===== src/rtl/boot_pkg.sv =====
// Shared types and default widths for the boot sequencer.
package boot_pkg;

    localparam int DEF_ADDR_W    = 16;
    localparam int DEF_DATA_W    = 16;
    localparam int DEF_MAX_WORDS = 256;
    localparam int DEF_RST_HOLD  = 2;
    localparam int HOLD_CNT_W    = 16;

    typedef enum logic [2:0] {
        IDLE,
        LOAD,
        VRD,
        VCMP,
        HOLD,
        RUN,
        ERR
    } boot_state_e;

endpackage


===== src/rtl/boot_hold_timer.sv =====
// Loadable down-counter; tc is high while the count sits at zero.
module boot_hold_timer #(
    parameter int W = 16
) (
    input  logic         clk,
    input  logic         rst_n,
    input  logic         load,
    input  logic [W-1:0] load_val,
    input  logic         en,
    output logic         tc
);

    logic [W-1:0] cnt;

    // NOTE: sequential state uses non-blocking assignments so every flop samples pre-edge values.
    always_ff @(posedge clk or negedge rst_n) begin
        if (!rst_n) begin
            cnt <= '0;
        end else if (load) begin
            cnt <= load_val;
        end else if (en && cnt != '0) begin
            cnt <= cnt - 1'b1;
        end
    end

    assign tc = (cnt == '0);

endmodule


===== src/rtl/mem_boot_ctrl.sv =====
// Boot sequencer: streams an image into memory, then releases the CPU after a reset hold.
// Optional readback verification of every beat is enabled with `define BOOT_VERIFY_EN.
module mem_boot_ctrl
    import boot_pkg::*;
#(
    parameter int ADDR_W    = DEF_ADDR_W,
    parameter int DATA_W    = DEF_DATA_W,
    parameter int MAX_WORDS = DEF_MAX_WORDS,
    parameter int RST_HOLD  = DEF_RST_HOLD
) (
    input  logic              clk,
    input  logic              rst_n,
    input  logic              boot_go,
    input  logic              ld_valid,
    output logic              ld_ready,
    input  logic [ADDR_W-1:0] ld_addr,
    input  logic [DATA_W-1:0] ld_data,
    input  logic              ld_last,
    output logic              mem_we,
    output logic [ADDR_W-1:0] mem_addr,
    output logic [DATA_W-1:0] mem_wdata,
    input  logic [DATA_W-1:0] mem_rdata,
    output logic              test,
    output logic              cpu_rst_n,
    output logic              cpu_start,
    output logic              busy,
    output logic              done,
    output logic              err,
    output logic [ADDR_W-1:0] word_cnt
`ifdef BOOT_VERIFY_EN
    ,
    output logic [ADDR_W-1:0] err_addr
`endif
);

    boot_state_e       state_q, state_d;
    boot_state_e       exit_q, exit_d;     // state entered once the pending write cycle ends
    logic              wr_pend_q, wr_pend_d;
    logic              mem_we_d;
    logic [ADDR_W-1:0] mem_addr_d, word_cnt_d;
    logic [DATA_W-1:0] mem_wdata_d;
    logic              err_d;
    logic              hs, at_limit;
    logic              timer_load, timer_tc;

`ifdef BOOT_VERIFY_EN
    logic              beat_last_q, beat_last_d;
    logic              beat_ovf_q, beat_ovf_d;
    logic [ADDR_W-1:0] err_addr_d;
`else
    logic              unused_rdata;
    assign unused_rdata = ^mem_rdata;
`endif

    assign hs       = ld_valid & ld_ready;
    assign at_limit = (word_cnt == ADDR_W'(MAX_WORDS - 1));

    boot_hold_timer #(.W(HOLD_CNT_W)) u_hold (
        .clk      (clk),
        .rst_n    (rst_n),
        .load     (timer_load),
        .load_val (HOLD_CNT_W'(RST_HOLD - 1)),
        .en       (state_q == HOLD),
        .tc       (timer_tc)
    );

    // NOTE: every always_comb output gets a default first, so no path can infer a latch.
    always_comb begin
        state_d     = state_q;
        exit_d      = exit_q;
        wr_pend_d   = 1'b0;
        mem_we_d    = 1'b0;
        mem_addr_d  = mem_addr;
        mem_wdata_d = mem_wdata;
        word_cnt_d  = word_cnt;
        err_d       = err;
        timer_load  = 1'b0;
`ifdef BOOT_VERIFY_EN
        beat_last_d = beat_last_q;
        beat_ovf_d  = beat_ovf_q;
        err_addr_d  = err_addr;
`endif
        if (boot_go) begin
            // Abort wins over everything, including a beat offered this cycle.
            state_d    = LOAD;
            word_cnt_d = '0;
            err_d      = 1'b0;
`ifdef BOOT_VERIFY_EN
            err_addr_d = '0;
`endif
        end else begin
            case (state_q)
                LOAD: begin
                    if (wr_pend_q) begin
                        state_d    = exit_q;
                        timer_load = (exit_q == HOLD);
                        err_d      = (exit_q == ERR);
                    end else if (hs) begin
                        mem_we_d    = 1'b1;
                        mem_addr_d  = ld_addr;
                        mem_wdata_d = ld_data;
                        word_cnt_d  = word_cnt + 1'b1;
`ifdef BOOT_VERIFY_EN
                        exit_d      = VRD;
                        wr_pend_d   = 1'b1;
                        beat_last_d = ld_last;
                        beat_ovf_d  = !ld_last && at_limit;
`else
                        exit_d      = ld_last ? HOLD : (at_limit ? ERR : LOAD);
                        wr_pend_d   = ld_last || at_limit;
`endif
                    end
                end
                VRD:  state_d = VCMP;
                VCMP: begin
`ifdef BOOT_VERIFY_EN
                    if (mem_rdata != mem_wdata) begin
                        state_d    = ERR;
                        err_d      = 1'b1;
                        err_addr_d = mem_addr;
                    end else if (beat_last_q) begin
                        state_d    = HOLD;
                        timer_load = 1'b1;
                    end else if (beat_ovf_q) begin
                        state_d = ERR;
                        err_d   = 1'b1;
                    end else begin
                        state_d = LOAD;
                    end
`else
                    state_d = ERR;
                    err_d   = 1'b1;
`endif
                end
                HOLD: if (timer_tc) state_d = RUN;
                default: ;
            endcase
        end
    end

    always_ff @(posedge clk or negedge rst_n) begin
        if (!rst_n) begin
            state_q   <= IDLE;
            exit_q    <= IDLE;
            wr_pend_q <= 1'b0;
            ld_ready  <= 1'b0;
            mem_we    <= 1'b0;
            mem_addr  <= '0;
            mem_wdata <= '0;
            test      <= 1'b1;
            cpu_rst_n <= 1'b0;
            cpu_start <= 1'b0;
            busy      <= 1'b0;
            done      <= 1'b0;
            err       <= 1'b0;
            word_cnt  <= '0;
        end else begin
            state_q   <= state_d;
            exit_q    <= exit_d;
            wr_pend_q <= wr_pend_d;
            ld_ready  <= (state_d == LOAD) && !wr_pend_d;
            mem_we    <= mem_we_d;
            mem_addr  <= mem_addr_d;
            mem_wdata <= mem_wdata_d;
            test      <= !(state_d inside {HOLD, RUN});
            cpu_rst_n <= (state_d == RUN);
            cpu_start <= (state_d == RUN);
            busy      <= (state_d inside {LOAD, VRD, VCMP, HOLD});
            done      <= (state_d == RUN);
            err       <= err_d;
            word_cnt  <= word_cnt_d;
        end
    end

`ifdef BOOT_VERIFY_EN
    always_ff @(posedge clk or negedge rst_n) begin
        if (!rst_n) begin
            beat_last_q <= 1'b0;
            beat_ovf_q  <= 1'b0;
            err_addr    <= '0;
        end else begin
            beat_last_q <= beat_last_d;
            beat_ovf_q  <= beat_ovf_d;
            err_addr    <= err_addr_d;
        end
    end
`endif

endmodule

===== config.mk =====
export PLATFORM = sky130hd
export DESIGN_NAME = mem_boot_ctrl
export DESIGN_NICKNAME = d
export VERILOG_FILES = /design/src/rtl/boot_pkg.sv /design/src/rtl/boot_hold_timer.sv /design/src/rtl/mem_boot_ctrl.sv
export SDC_FILE = /design/constraint.sdc
export NUM_CORES = 1
export LEC_CHECK = 0
export ABC_AREA = 1
export CAP_MARGIN = 5
export CORE_UTILIZATION = 40
export CTS_BUF_LIST = sky130_fd_sc_hd__clkbuf_2
export CTS_CLUSTER_SIZE = 20
export DETAILED_ROUTE_END_ITERATION = 6
export GPL_ROUTABILITY_DRIVEN = 1
export HOLD_SLACK_MARGIN = 0.06
export PLACE_DENSITY = 0.68
export SKIP_LAST_GASP = 1
export SLEW_MARGIN = 15
export SYNTH_ARGS = -nofsm -noshare
export SYNTH_HDL_FRONTEND = slang
export SYNTH_HIERARCHICAL = 1
export SYNTH_SLANG_ARGS = --single-unit
export TNS_END_PERCENT = 100

===== constraint.sdc =====
create_clock -name clk -period 2.1 [get_ports clk]
set_input_delay 0.42 -clock clk [delete_from_list [all_inputs] [get_ports clk]]
set_output_delay 0.42 -clock clk [all_outputs]
set_load 0.02 [all_outputs]

==> flow_summary_export.csv, run 1 <==
group,metric,value,unit
cells_and_area,final_common_cell,"nand2_1",
worst_setup_path,critPathSlowestCell,"dfrtp_1",
pwr,seq_power_share,41.3,%
status,status,"finished clean",
sta,hold_viol_final,0,
route,drc,0,
worst_setup_path,critPathMostFrequentCell,"nor2_1",
global_route,overflow,0,
cells_and_area,mostFrequentLayoutCells,"218 x nand2_1, 75 x dfrtp_1, 74 x clkdlybuf4s50_1",
cells_and_area,post_layout_nonfiller_instances,809,
global_route,grt_max_degree,38,
sta,finalCritPeriodShare,96.03,%
pwr,powerDensity,1006,mW/mm²
floorplan,start_util,41.45,%
clock_network,ctsRootBufferMaster,"clkbuf_2",
clock_network,cts_tree,"yes",
cells_and_area,fin_area,0.005527,mm²
worst_setup_path,end_kind,"register",
sta,slew_violations,0,
place,place_area,0.005229,mm²
floorplan,num_rows,36,
route,dr.pass1.iters,4,
pwr,vdd_drop_max,721.0,µV
route,viasPerCell,4.623,
flow_run,drv_cap,0,
pwr,leakagePower,2.903,nW
place,io_buffers,92,
synthesis,ys_types,35,
synthesis,syn-instance-count,541,
worst_setup_path,cp.buffers_inverters,3,
clock_network,cts.clk_slew.worst_paths,0.23,ns
pwr,p_int,3.326,mW
pwr,p_clk_share,15.1,%
pwr,comb_power_share,43.6,%
cells_and_area,diodes,0,
clock_network,cts.sinks,77,
clock_network,clockBufferDepth,2,
synthesis,async_flop_share,100.0,%
synthesis,synth_top_flop_cell,"dfrtp_1",
cells_and_area,drive_gt1_share,14.05,%
sta,setup_viol,0,
worst_setup_path,critical_path.cell_chain,"inv_2, ha_2, inv_1, nor2_4, nand3_4, nor2_4, nand2_2, nor4_4, inv_1, nor2_1, nor2_1, nand3_1, nand3_1, nor2_1",
sta,min_period,2.017,ns
min_path,hold_path_class,"primary input to asynchronous set/reset pin",
pwr,p_sw_share,40.15,%
cells_and_area,finalNetCount,726,
sta,fmax,495.9,MHz
cells_and_area,area_growth_syn_to_layout,35.78,%
floorplan,dieArea,0.01058,mm²
place,dpl.cell_count,779,
clock_network,h-tree-depth,3,
worst_setup_path,critical_path.top_delay_family,"simple AND/OR/NAND/NOR gates",
synthesis,ys_warn_count,6,
place,place_congestion,0.8935,
synthesis,yosysSeqAreaShare,47.37,%
worst_setup_path,startpoint_type,"register",
floorplan,fp.dieH,102.9,µm
cells_and_area,n_fill_cell,954,
clock_network,cts_buffers,9,
floorplan,core,0.009819,mm²
sta,fin_setup_tns,0,ns
clock_network,clock_latency,0.53,ns
synthesis,syn_area,0.004070,mm²
global_route,antenna_found_initial,0,
floorplan,pin_count,109,
worst_setup_path,cp_max_fo,3,
worst_setup_path,crit_arrival,2.49,ns
global_route,grt_pass1_vias,3507,
floorplan,die_w,102.9,µm
synthesis,syn-mean-instance-area,7.523,µm²
worst_setup_path,cp_slowest_stage_delay,0.45,ns
synthesis,synth_seq_cells,77,
sta,rsz0062_at_grt,"true",
route,post_drt_wl_per_cell,11.91,µm
sta,skew,0.02372,ns
synthesis,synth_edf_count,0,
route,routed_wl,9634,µm
route,detail-route-antenna-nets,0,
pwr,p_sw,2.231,mW
place,dp_hpwl,7011,µm
global_route,grt.total_usage,19.70,%
route,num_vias,3740,
worst_setup_path,worstPathRequired,2.57,ns
route,drt_iter0_markers,144,
worst_setup_path,timing_worst_setup_path_type,"register to register",
global_route,grt_pass1_wl,16060,µm
-- path summary, 6_finish.rpt --
kind / startpoint / cells after the start / to / slack [ns]
min in group clk: ld_data[14] / 3 / mem_wdata[14] / 0.38
max in group asynchronous: rst_n / 3 / test / 1.05
max: u_hold/cnt[0] / 14 / ld_ready / 0.08
max reg2reg: u_hold/cnt[0] / 14 / ld_ready / 0.08
min: rst_n / 2 / u_hold/cnt[6] / 0.37
min reg2reg: mem_wdata[5] / 2 / mem_wdata[5] / 0.51
-- stage by stage --
stage / power (mW) / hold slack (ns) / util, % / setup WS [ns]
after floorplan: 3.614 / 0.1244 / - / 0.06354
after global placement: 4.619 / 0.4234 / 53.25 / 0.05124
after detailed placement: 4.684 / 0.4266 / 53.25 / -0.004295
after CTS: 5.548 / 0.3338 / 54.77 / 0.004391
after global routing: 5.978 / 0.3153 / 56.28 / -0.07129
final: 5.557 / 0.3673 / 56.28 / 0.08330
-- flip-flops by register name (all words and copies together), names as in the netlist, 3 cells and up --
name and cells:
mem_addr 16, u_hold/cnt 16, state_q 3, exit_q 3
word_cnt 16, mem_wdata 16
-- cell type report --
class                      instances  area, µm²  area share [%]
inverter                          49      183.9           3.328
clock inverter                     7      73.82           1.336
clock buffer                       9      45.04          0.8150
tap                              133      166.4           3.011
multi-input combinational        413       1933           34.98
sequential                        77       1929           34.91
timing repair buffer             121       1195           21.62
-- layer usage --
| layer | global-route usage (%) | share of wire [%] | vias up |
|---|---|---|---|
| li1 | - | - | 1928 |
| met1 | 25.46 | 44 | 1695 |
| met2 | 31.33 | 49 | 110 |
| met3 | 6.034 | 6.6 | 7 |
| met5 | 0 | 0 | - |
| met4 | 7.042 | 0.80 | 0 |
-- power groups by stage --
stage	clock network, mW	logic (mW)	registers [mW]
global route	0.948	2.67	2.36
CTS	0.871	2.39	2.29
floorplan	0	0.934	2.68
detailed placement	0	2.38	2.30
finish	0.838	2.42	2.29
global placement	0	2.33	2.29
-- worst reg2reg max path: cells and delay by family (launching register included) --
family                   cells  cell delay, ns
AND/OR/NAND/NOR             10            1.15
adder cells (fa/ha/maj)      1            0.17
flip-flops                   1            0.45
buffers and inverters        3            0.19
-- timing repair --
| action | 4_1_cts | 5_1_grt |
|---|---|---|
| gates resized for setup | 4 | 24 |
| pin swaps | 0 | 5 |
| buffers inserted | 3 | 10 |
| hold endpoints to repair | 35 | 0 |
| endpoints found under the setup margin | 7 | 34 |
| hold buffers | 1 | 0 |
-- kinds of logic after synthesis --
family | synth area share [%]
buffers and inverters | 7.378
AOI/OAI and AO/OA | 4.827
other | 0.1845
adders and majority gates | 0.6147
xor gates and xnor gates | 1.506
and+or+nand+nor | 38.12
DFF | 47.37
-- cells in the mapped netlist (all sizes together), types with 2 or more instances --
library cell | count | area, µm²
nand2 | 227 | 887.1
dfrtp | 76 | 1902
nor2 | 63 | 287.8
nand3 | 52 | 287.8
inv | 49 | 183.9
o21ai | 18 | 101.4
buf | 12 | 101.3
a21oi | 10 | 61.31
xor2 | 6 | 52.55
nand4 | 5 | 31.28
clkbuf | 4 | 15.01
nor3 | 4 | 20.02
or2 | 4 | 25.02
conb | 2 | 7.510
ha | 2 | 25.02
Power figures use the tool's default switching activity.
==> run 2, diff against run 1 <==
--- a/config.mk
+++ b/config.mk
@@ -15,7 +15,7 @@
 export HOLD_SLACK_MARGIN = 0.06
 export PLACE_DENSITY = 0.68
 export SKIP_LAST_GASP = 1
-export SLEW_MARGIN = 15
+export SLEW_MARGIN = 0
 export SYNTH_ARGS = -nofsm -noshare
 export SYNTH_HDL_FRONTEND = slang
 export SYNTH_HIERARCHICAL = 1
==> results of run 2 <==
Same layout as run 1: the final DEF is identical, and so are final timing and power.
==> run 3, diff against run 2 <==
--- a/config.mk
+++ b/config.mk
@@ -9,6 +9,7 @@
 export CAP_MARGIN = 5
 export CORE_UTILIZATION = 40
 export CTS_BUF_LIST = sky130_fd_sc_hd__clkbuf_2
+export CTS_CLUSTER_DIAMETER = 150
 export CTS_CLUSTER_SIZE = 20
 export DETAILED_ROUTE_END_ITERATION = 6
 export GPL_ROUTABILITY_DRIVEN = 1
==> results of run 3 <==
Same layout as run 1: the final DEF is identical, and so are final timing and power.
